$ cat src/rtl/niosii_usb_onchip_memory_arbiter_pkg.sv
// Shared definitions for the two-master on-chip RAM arbiter and any other
// shared slave that reuses the round-robin grant block.
package niosii_usb_onchip_memory_arbiter_pkg;

  localparam int ADDR_W = 13;
  localparam int DATA_W = 32;
  localparam int BE_W   = DATA_W / 8;

  // Identifies which master owns a grant or an in-flight read
  typedef enum logic {
    MASTER_0 = 1'b0,
    MASTER_1 = 1'b1
  } master_id_t;

  // One stage of the read-return tracking pipe
  typedef struct packed {
    logic       valid;
    master_id_t owner;
  } rd_track_t;

  // Round-robin pick between two requesters; with both requesting, the
  // master that did not win last time gets the slot.
  function automatic master_id_t rr_winner(input logic [1:0] req,
                                           input master_id_t last);
    master_id_t win;
    if (req == 2'b11) begin
      if (last == MASTER_1) win = MASTER_0;
      else                  win = MASTER_1;
    end else if (req[1]) begin
      win = MASTER_1;
    end else begin
      win = MASTER_0;
    end
    return win;
  endfunction

endpackage

$ cat src/rtl/niosii_usb_onchip_memory_arbiter_rr_grant2.sv
// Two-request round-robin grant. Grant is combinational within the cycle;
// only the identity of the last winner is registered.
module niosii_usb_onchip_memory_arbiter_rr_grant2
  import niosii_usb_onchip_memory_arbiter_pkg::*;
(
  input  logic       clk,
  input  logic       reset_n,
  input  logic [1:0] i_req,
  output logic [1:0] o_grant,
  output master_id_t o_grant_id,
  output logic       o_grant_valid
);

  master_id_t r_lastGrant;

  // Pick this cycle's winner; nothing is granted while reset is held
  always_comb begin
    o_grant       = 2'b00;
    o_grant_id    = MASTER_0;
    o_grant_valid = 1'b0;
    if (reset_n && (i_req != 2'b00)) begin
      o_grant_valid = 1'b1;
      o_grant_id    = rr_winner(i_req, r_lastGrant);
      o_grant       = (o_grant_id == MASTER_1) ? 2'b10 : 2'b01;
    end
  end

  // Remember the last winner; starting at master 1 lets master 0 win the first contention
  always_ff @(posedge clk or negedge reset_n) begin
    if (!reset_n) begin
      r_lastGrant <= MASTER_1;
    end else if (o_grant_valid) begin
      r_lastGrant <= o_grant_id;
    end
  end

endmodule

$ cat src/rtl/niosii_usb_onchip_memory_arbiter.sv
// Arbiter placing the Nios II data master (m0) and the USB DMA master (m1)
// in front of the single-port 8192x32 on-chip RAM. Holds the command mux,
// the read-return tracking pipe and the response demux.
module niosii_usb_onchip_memory_arbiter
  import niosii_usb_onchip_memory_arbiter_pkg::*;
#(
  parameter int READ_LATENCY = 1
) (
  input  logic              clk,
  input  logic              reset_n,
  input  logic [ADDR_W-1:0] m0_address,
  input  logic [BE_W-1:0]   m0_byteenable,
  input  logic              m0_read,
  input  logic              m0_write,
  input  logic [DATA_W-1:0] m0_writedata,
  output logic              m0_waitrequest,
  output logic [DATA_W-1:0] m0_readdata,
  output logic              m0_readdatavalid,
  input  logic [ADDR_W-1:0] m1_address,
  input  logic [BE_W-1:0]   m1_byteenable,
  input  logic              m1_read,
  input  logic              m1_write,
  input  logic [DATA_W-1:0] m1_writedata,
  output logic              m1_waitrequest,
  output logic [DATA_W-1:0] m1_readdata,
  output logic              m1_readdatavalid,
  output logic [ADDR_W-1:0] mem_address,
  output logic [BE_W-1:0]   mem_byteenable,
  output logic              mem_chipselect,
  output logic              mem_write,
  output logic [DATA_W-1:0] mem_writedata,
  output logic              mem_clken,
  input  logic [DATA_W-1:0] mem_readdata
);

  logic [1:0]        w_req;
  logic [1:0]        w_grant;
  master_id_t        w_grantId;
  logic              w_grantValid;
  logic [ADDR_W-1:0] w_selAddr;
  logic [BE_W-1:0]   w_selBe;
  logic [DATA_W-1:0] w_selData;
  logic              w_selWrite;
  rd_track_t         w_issue;
  rd_track_t         w_lastStage;

  logic [ADDR_W-1:0] r_holdAddr;
  logic [BE_W-1:0]   r_holdBe;
  logic [DATA_W-1:0] r_holdData;
  rd_track_t [READ_LATENCY-1:0] r_pipe;

  // A read+write from the same master is treated as a write, but both count as a request
  assign w_req = {m1_read | m1_write, m0_read | m0_write};

  niosii_usb_onchip_memory_arbiter_rr_grant2 u_grant (
    .clk           (clk),
    .reset_n       (reset_n),
    .i_req         (w_req),
    .o_grant       (w_grant),
    .o_grant_id    (w_grantId),
    .o_grant_valid (w_grantValid)
  );

  // Stall a requester only when it lost this cycle (zero-wait when uncontended)
  assign m0_waitrequest = w_req[0] & ~w_grant[0];
  assign m1_waitrequest = w_req[1] & ~w_grant[1];

  // Select the command fields of whichever master owns this cycle
  always_comb begin
    w_selAddr  = m0_address;
    w_selBe    = m0_byteenable;
    w_selData  = m0_writedata;
    w_selWrite = m0_write;
    if (w_grantId == MASTER_1) begin
      w_selAddr  = m1_address;
      w_selBe    = m1_byteenable;
      w_selData  = m1_writedata;
      w_selWrite = m1_write;
    end
  end

  // Keep address/lanes/data stable on idle cycles to avoid needless RAM pin toggling
  always_ff @(posedge clk or negedge reset_n) begin
    if (!reset_n) begin
      r_holdAddr <= '0;
      r_holdBe   <= '0;
      r_holdData <= '0;
    end else if (w_grantValid) begin
      r_holdAddr <= w_selAddr;
      r_holdBe   <= w_selBe;
      r_holdData <= w_selData;
    end
  end

  assign mem_address    = w_grantValid ? w_selAddr : r_holdAddr;
  assign mem_byteenable = w_grantValid ? w_selBe   : r_holdBe;
  assign mem_writedata  = w_grantValid ? w_selData : r_holdData;
  assign mem_chipselect = w_grantValid;
  assign mem_write      = w_grantValid & w_selWrite;
  assign mem_clken      = reset_n;

  // Describe the read being issued this cycle (if any) for the tracking pipe
  always_comb begin
    w_issue.valid = w_grantValid & ~w_selWrite;
    w_issue.owner = w_grantId;
  end

  // Delay each issued read by the RAM latency so its owner tag lines up with q
  if (READ_LATENCY == 1) begin : g_lat1
    always_ff @(posedge clk or negedge reset_n) begin
      if (!reset_n) begin
        r_pipe <= '0;
      end else begin
        r_pipe[0] <= w_issue;
      end
    end
  end else begin : g_latN
    always_ff @(posedge clk or negedge reset_n) begin
      if (!reset_n) begin
        r_pipe <= '0;
      end else begin
        r_pipe <= {r_pipe[READ_LATENCY-2:0], w_issue};
      end
    end
  end

  assign w_lastStage = r_pipe[READ_LATENCY-1];

  // RAM q is shared by both masters; the valid strobe steers ownership
  assign m0_readdata      = mem_readdata;
  assign m1_readdata      = mem_readdata;
  assign m0_readdatavalid = w_lastStage.valid & (w_lastStage.owner == MASTER_0);
  assign m1_readdatavalid = w_lastStage.valid & (w_lastStage.owner == MASTER_1);

endmodule

$ cat config.mk
export PLATFORM = sky130hd
export DESIGN_NAME = niosii_usb_onchip_memory_arbiter
export DESIGN_NICKNAME = d
export VERILOG_FILES = /design/src/rtl/niosii_usb_onchip_memory_arbiter_pkg.sv /design/src/rtl/niosii_usb_onchip_memory_arbiter_rr_grant2.sv /design/src/rtl/niosii_usb_onchip_memory_arbiter.sv
export SDC_FILE = /design/constraint.sdc
export NUM_CORES = 1
export LEC_CHECK = 0
export BUFFER_PORTS_ARGS = -buffer_cell sky130_fd_sc_hd__buf_2
export CORE_ASPECT_RATIO = 0.5
export CORE_MARGIN = 5
export CORE_UTILIZATION = 40
export CTS_CLUSTER_DIAMETER = 120
export DETAILED_ROUTE_END_ITERATION = 8
export GPL_TIMING_DRIVEN = 0
export MAX_ROUTING_LAYER = met4
export PLACE_DENSITY_LB_ADDON = 0.05
export SYNTH_ARGS = -nofsm -noshare
export SYNTH_HDL_FRONTEND = slang
export SYNTH_HIERARCHICAL = 1
export SYNTH_SLANG_ARGS = --single-unit
$ cat constraint.sdc
create_clock -name clk -period 3.3 [get_ports clk]
set_input_delay 0.33 -clock clk [delete_from_list [all_inputs] [get_ports clk]]
set_output_delay 0.33 -clock clk [all_outputs]
set_load 0.005 [all_outputs]
==> impl_metrics.sql, run 1 <==
INSERT INTO impl_metrics (metric_group, metric, value, unit) VALUES
('routing', 'drt_wl_total', '8440', 'um'),
('synthesis', 'synth.distinct_cells', '21', ''),
('global_route', 'antenna_violations_before_repair', '0', ''),
('finish', 'final_layout_size_suffix_gt1_frac', '0.592', ''),
('sta', 'final-max-slew-violation-count', '0', ''),
('place', 'port_buffers', '223', ''),
('die', 'std_cell_rows', '22', ''),
('cts', 'ctsLongestPathBuffers', '2', ''),
('cts', 'cts_max_level', '2', ''),
('setup_path', 'worstPathMaxFanout', '57', ''),
('finish', 'area.growth.synth_to_final', '47.3', '%'),
('routing', 'avgRoutedWirePerCell', '13.5', 'um'),
('setup_path', 'worst_setup_path_start_kind', 'input pin', ''),
('setup_path', 'setup.worst_path.end_class', 'output pin', ''),
('die', 'die_h', '70.9', 'um'),
('cts', 'holdBufCountCts', '0', ''),
('setup_path', 'crit_path_dat', '2.27', 'ns'),
('cts', 'numCtsBuffers', '5', ''),
('outcome', 'run_status', 'finished, final reports clean', ''),
('synthesis', 'synthesis.instances', '299', ''),
('synthesis', 'postSynthAreaPerCell', '9.91', 'um^2'),
('routing', 'antenna_violating_nets_post_route', '0', ''),
('global_route', 'grt_overflow_total', '0', ''),
('global_route', 'grt_pass1_wl', '13100', 'um'),
('sta', 'hold_violations', '0', ''),
('cts', 'clk_pin_slew', '0.06', 'ns'),
('routing', 'drc', '0', ''),
('synthesis', 'synth_top_cell_by_area', 'dfrtp_1', ''),
('sta', 'grt_setup_unrepaired', 'no', ''),
('place', 'place_congestion', '0.739', ''),
('setup_path', 'category_of_the_critical_setup_timing_path', 'in2out', ''),
('power', 'p_leak', '2.30', 'nW'),
('finish', 'layout.cells.most_common', 'buf_2', ''),
('routing', 'drt_pass1_iterations', '4', ''),
('sta', 'tightest_slew', '0.680', 'ns'),
('sta', 'setup_viol', '0', ''),
('place', 'post-place-ws', '0.225', 'ns'),
('sta', 'final.min_clock_period', '2.60', 'ns'),
('place', 'detailedPlacementHpwl', '7010', 'um'),
('sta', 'slew-limit-headroom', '0.546', ''),
('cts', 'cts_resized', '0', ''),
('routing', 'first_iter_violations', '78', ''),
('cts', 'clkSinkCount', '52', ''),
('die', 'top_level_ports', '256', ''),
('sta', 'tns', '0', 'ns'),
('die', 'die_w', '132', 'um'),
('sta', 'maximum_achievable_frequency', '385', 'MHz'),
('cts', 'cts_setup_buffers', '0', ''),
('synthesis', 'seq_cells_post_synth', '52', ''),
('sta', 'final_skew', '0.00420', 'ns'),
('synthesis', 'synth.area.top_cells', 'dfrtp_1 43%, mux2i_1 17%, buf_4 17%', ''),
('global_route', 'vias_in_the_first_global_route', '2794', ''),
('die', 'initial_utilization', '0.408', ''),
('global_route', 'grt_start_max_net_pins', '58', ''),
('routing', 'vias_per_cell', '4.36', ''),
('sta', 'final_min_period_over_clock_period', '0.788', ''),
('global_route', 'gr-usage-all-layers', '0.176', ''),
('finish', 'fill_cells', '683', ''),
('synthesis', 'synth_nets', '435', ''),
('routing', 'dr_total_vias', '2729', ''),
('sta', 'setup_ws', '0.700', 'ns'),
('die', 'design.die.area', '9340', 'um^2'),
('cts', 'cts_root_buffer', 'clkbuf_16', ''),
('die', 'coreArea', '7270', 'um^2'),
('cts', 'cts_tree', 'yes', ''),
('synthesis', 'netlist_area', '2960', 'um^2'),
('cts', 'clock_latency_on_the_worst_skew_pair', '0.29', 'ns'),
('hold_path', 'hold_path_class', 'in2async', ''),
('setup_path', 'worst_ep_required_time', '2.97', 'ns'),
('synthesis', 'fraction_of_post_synthesis_cell_area_in_the_top_cell_type_by_area', '0.431', ''),
('synthesis', 'seq_area_frac_synth', '0.439', ''),
('finish', 'num_antenna_cells', '0', ''),
('synthesis', 'ys.warnings.count', '6', ''),
('finish', 'layout.cells.most_common_list', '229 x buf_2, 67 x buf_4, 51 x a21oi_1, 51 x dfrtp_1, 50 x mux2i_1', ''),
('power', 'powerDensity', '421', 'nW/um^2'),
('flow_run', 'cap_viol_max_count', '0', ''),
('finish', 'nets', '665', ''),
('power', 'vdd_drop_max', '208', 'uV');
==> flip-flops by register name, summed over array words and instances (netlist names) <==
name / cells
r_holdData: 32
r_holdAddr: 13
r_pipe: 2
u_grant/r_lastGrant: 1
r_holdBe: 4
==> synthesized netlist by cell type <==
master     n
buf_1      1
nor2_1    49
buf_6      1
buf_8      4
buf_12     1
nand2_1    2
buf_2      7
and2_1     2
nor2b_1    4
a21oi_2    1
clkbuf_1   2
inv_1      1
or2_2      2
o21a_1     1
a21oi_1   51
dfstp_2    1
buf_4     66
mux2i_1   50
and3_1     1
dfrtp_1   51
clkbuf_2   1
==> cell type report <==
cell class                      count  area (um^2)  area share
Multi-Input combinational cell    163         1020       0.234
Inverter                            1         3.75    0.000860
Clock inverter                      2         35.0     0.00802
Clock buffer                        6          129      0.0295
Tap cell                           96          120      0.0275
Sequential cell                    52         1300       0.298
Timing Repair Buffer              223         1120       0.256
Buffer                             83          638       0.146
==> routing by layer <==
layer	up-vias	GRT usage	share of wire
met5	-	-	0
met4	0	0.0353	0.011
met3	11	0.0447	0.072
met2	117	0.322	0.53
met1	1219	0.196	0.38
li1	1382	-	-
==> where the power goes <==
part	switching [mW]	total (mW)	internal [mW]
registers	0.0224	0.743	0.721
clock network	0.219	0.576	0.357
logic	0.239	0.521	0.282
==> cell families after synthesis <==
family / synth area share
buf+inv: 0.217
simple gates: 0.0836
compound gates: 0.0916
flops: 0.439
mux: 0.169
==> critical path: stages <==
cell and delay, ns:
buf_4 0.52, nand2_1 0.17, a21oi_1 0.31, buf_6 0.21
buf_8 0.16, mux2i_1 0.25, a21oi_1 0.12, buf_2 0.16
==> worst paths after layout <==
kind,start,end,slack [ns],cells past startpoint
max in group asynchronous,reset_n,r_holdData[18],2.77,1
min in group clk,m0_writedata[15],r_holdData[15],0.38,3
setup / recovery,reset_n,mem_writedata[4],0.70,8
setup reg to reg,u_grant/r_lastGrant,r_holdData[4],1.75,5
hold / removal,reset_n,r_holdAddr[0],0.08,1
hold reg to reg,u_grant/r_lastGrant,u_grant/r_lastGrant,0.50,2
==> metrics by stage <==
step | std cells | instance area [um^2] | power [mW] | hold WS [ns] | utilization
2_1_floorplan | 299 | 2960 | 1.04 | 0.0344 | -
3_3_place_gp | 618 | 4200 | 1.28 | 0.488 | 0.578
3_5_place_dp | 618 | 4200 | 1.29 | 0.492 | 0.578
4_1_cts | 626 | 4360 | 1.86 | 0.340 | 0.601
5_1_grt | 626 | 4370 | 1.95 | 0.148 | 0.601
6_report | 626 | 4370 | 1.84 | 0.0789 | 0.601
(Power assumes the default switching activity.)
==> run 2: changes to the inputs <==
--- a/config.mk
+++ b/config.mk
@@ -8,7 +8,7 @@
 export BUFFER_PORTS_ARGS = -buffer_cell sky130_fd_sc_hd__buf_2
 export CORE_ASPECT_RATIO = 0.5
 export CORE_MARGIN = 5
-export CORE_UTILIZATION = 40
+export CORE_UTILIZATION = 35
 export CTS_CLUSTER_DIAMETER = 120
 export DETAILED_ROUTE_END_ITERATION = 8
 export GPL_TIMING_DRIVEN = 0
==> constraint.sdc (replaced) <==
create_clock -name clk -period 2.3 [get_ports clk]
set_input_delay 0.23 -clock clk [delete_from_list [all_inputs] [get_ports clk]]
set_output_delay 0.23 -clock clk [all_outputs]
set_load 0.005 [all_outputs]
==> impl_metrics.sql, run 2 (same netlist as run 1, synthesis figures left out) <==
INSERT INTO impl_metrics (metric_group, metric, value, unit) VALUES
('sta', 'grt_setup_unrepaired', 'no', ''),
('routing', 'dr_total_vias', '2733', ''),
('cts', 'numCtsBuffers', '5', ''),
('place', 'detailedPlacementHpwl', '7220', 'um'),
('cts', 'cts_max_level', '2', ''),
('finish', 'area.growth.synth_to_final', '48.9', '%'),
('finish', 'layout.cells.most_common_list', '229 x buf_2, 66 x buf_4, 51 x a21oi_1, 51 x dfrtp_1, 50 x mux2i_1', ''),
('global_route', 'gr-usage-all-layers', '0.161', ''),
('cts', 'cts_tree', 'yes', ''),
('sta', 'final-max-slew-violation-count', '0', ''),
('setup_path', 'cpPeakStageDelay', '0.33', 'ns'),
('global_route', 'vias_in_the_first_global_route', '2728', ''),
('finish', 'layout.cells.most_common', 'buf_2', ''),
('cts', 'clock_latency_on_the_worst_skew_pair', '0.28', 'ns'),
('global_route', 'grt_overflow_total', '0', ''),
('setup_path', 'category_of_the_critical_setup_timing_path', 'in2out', ''),
('sta', 'tns', '0', 'ns'),
('routing', 'avgRoutedWirePerCell', '13.7', 'um'),
('finish', 'nets', '667', ''),
('power', 'powerDensity', '581', 'nW/um^2'),
('die', 'die_w', '140', 'um'),
('sta', 'final_min_period_over_clock_period', '0.865', ''),
('global_route', 'grt_start_max_net_pins', '52', ''),
('place', 'port_buffers', '223', ''),
('flow_run', 'cap_viol_max_count', '0', ''),
('finish', 'reg_top3', 'r_holdData: 32 flops, r_holdAddr: 13 flops, r_holdBe: 4 flops', ''),
('setup_path', 'crit_chain', 'buf_2 > or2_2 > a21oi_1 > buf_6 > buf_8 > mux2i_1 > a21oi_1 > buf_2', ''),
('sta', 'final_skew', '0.00337', 'ns'),
('cts', 'clkSinkCount', '52', ''),
('routing', 'drc', '0', ''),
('cts', 'cts_root_buffer', 'clkbuf_16', ''),
('global_route', 'antenna_violations_before_repair', '0', ''),
('routing', 'vias_per_cell', '4.24', ''),
('routing', 'drt_pass1_iterations', '4', ''),
('sta', 'setup_viol', '0', ''),
('global_route', 'grt_pass1_wl', '13200', 'um'),
('cts', 'cts_setup_buffers', '0', ''),
('die', 'top_level_ports', '256', ''),
('finish', 'largest_reg_by_ff_count', 'r_holdData', ''),
('sta', 'final.min_clock_period', '1.99', 'ns'),
('finish', 'num_antenna_cells', '0', ''),
('setup_path', 'setup.worst_path.end_class', 'output pin', ''),
('sta', 'tightest_slew', '0.428', 'ns'),
('cts', 'ctsLongestPathBuffers', '2', ''),
('die', 'coreArea', '8120', 'um^2'),
('sta', 'hold_violations', '0', ''),
('power', 'design_power_total', '2.57', 'mW'),
('outcome', 'run_status', 'finished, final reports clean', ''),
('routing', 'antenna_violating_nets_post_route', '0', ''),
('sta', 'slew-limit-headroom', '0.714', ''),
('finish', 'final_layout_size_suffix_gt1_frac', '0.594', ''),
('cts', 'clk_pin_slew', '0.06', 'ns'),
('die', 'design.die.area', '10500', 'um^2'),
('power', 'vdd_drop_max', '308', 'uV'),
('setup_path', 'cpMaxStageDelayCell', 'or2_2', ''),
('die', 'initial_utilization', '0.365', ''),
('setup_path', 'worst_ep_required_time', '2.07', 'ns'),
('routing', 'first_iter_violations', '72', ''),
('sta', 'maximum_achievable_frequency', '503', 'MHz'),
('finish', 'largest_reg_flops', '32', ''),
('place', 'place_congestion', '0.827', ''),
('hold_path', 'hold_path_class', 'in2reg', ''),
('setup_path', 'worstPathMaxFanout', '10', ''),
('die', 'die_h', '75.1', 'um'),
('die', 'std_cell_rows', '23', ''),
('routing', 'drt_wl_total', '8820', 'um'),
('setup_path', 'crit_path_dat', '1.76', 'ns'),
('power', 'p_leak', '2.32', 'nW'),
('setup_path', 'worst_setup_path_start_kind', 'input pin', '');
-- run 2: changes by cell type in the layout (fill, tap and decap cells not counted), sizes merged --
cell         change
buf              +1
bufinv           -1
clkinv           +1
dlygate4sd3      +1
-- run 2: worst max-delay path: cells and delay by family --
kind,cells,cell delay [ns]
simple gates,1,0.33
mux,1,0.21
buf+inv,4,0.63
compound gates,2,0.36
-- run 2: metal layers --
metal | global-route usage | routed length (um) | up-vias
met1 | 0.190 | 3560 | 1235
li1 | - | - | 1385
met4 | 0.0301 | 48 | 0
met2 | 0.288 | 4600 | 109
met3 | 0.0387 | 608 | 4
met5 | - | 0 | -
-- run 2: power breakdown --
group | total, mW | internal [mW] | switching (mW)
clock | 0.742 | 0.429 | 0.313
sequential | 1.07 | 1.03 | 0.0316
combinational | 0.757 | 0.411 | 0.346
total | 2.57 | 1.87 | 0.690
-- run 2: timing repair --
| item | 4_1_cts | 5_1_grt |
|---|---|---|
| resized for setup | 2 | 0 |
| hold buffers | 2 | 0 |
| hold endpoints to repair | 51 | 0 |
| setup endpoints to repair | 57 | 0 |
-- run 2: final timing paths --
path / from / endpoint / slack (ns) / cells past startpoint
min: reset_n / u_grant/r_lastGrant / 0.21 / 3
max: m0_write / mem_writedata[22] / 0.31 / 8
min reg2reg: u_grant/r_lastGrant / u_grant/r_lastGrant / 0.51 / 2
max in group asynchronous: reset_n / r_holdData[14] / 1.40 / 3
max reg2reg: u_grant/r_lastGrant / r_holdData[22] / 0.86 / 5
min in group asynchronous: reset_n / u_grant/r_lastGrant / 0.62 / 2
-- run 2: final cells by class --
| type | instances | area (um^2) |
|---|---|---|
| sequential | 52 | 1300 |
| clock inverter | 2 | 10.0 |
| inverter | 1 | 3.75 |
| timing repair buffer | 225 | 1160 |
| fill | 789 | 3700 |
| buffer | 83 | 638 |
| tap | 112 | 140 |
| multi-input combinational | 163 | 1020 |
| clock buffer | 6 | 139 |
-- run 2: through the flow --
| step | setup WS [ns] | utilization | hold slack (ns) | cell area (um^2) | cells |
|---|---|---|---|---|---|
| floorplan | 0.709 | - | -0.0656 | 2960 | 299 |
| global placement | -0.534 | 0.520 | 0.489 | 4220 | 634 |
| detailed placement | -0.566 | 0.520 | 0.494 | 4220 | 634 |
| CTS | 0.255 | 0.544 | 0.208 | 4410 | 644 |
| global route | 0.149 | 0.544 | 0.212 | 4410 | 644 |
| finish | 0.311 | 0.544 | 0.212 | 4410 | 644 |
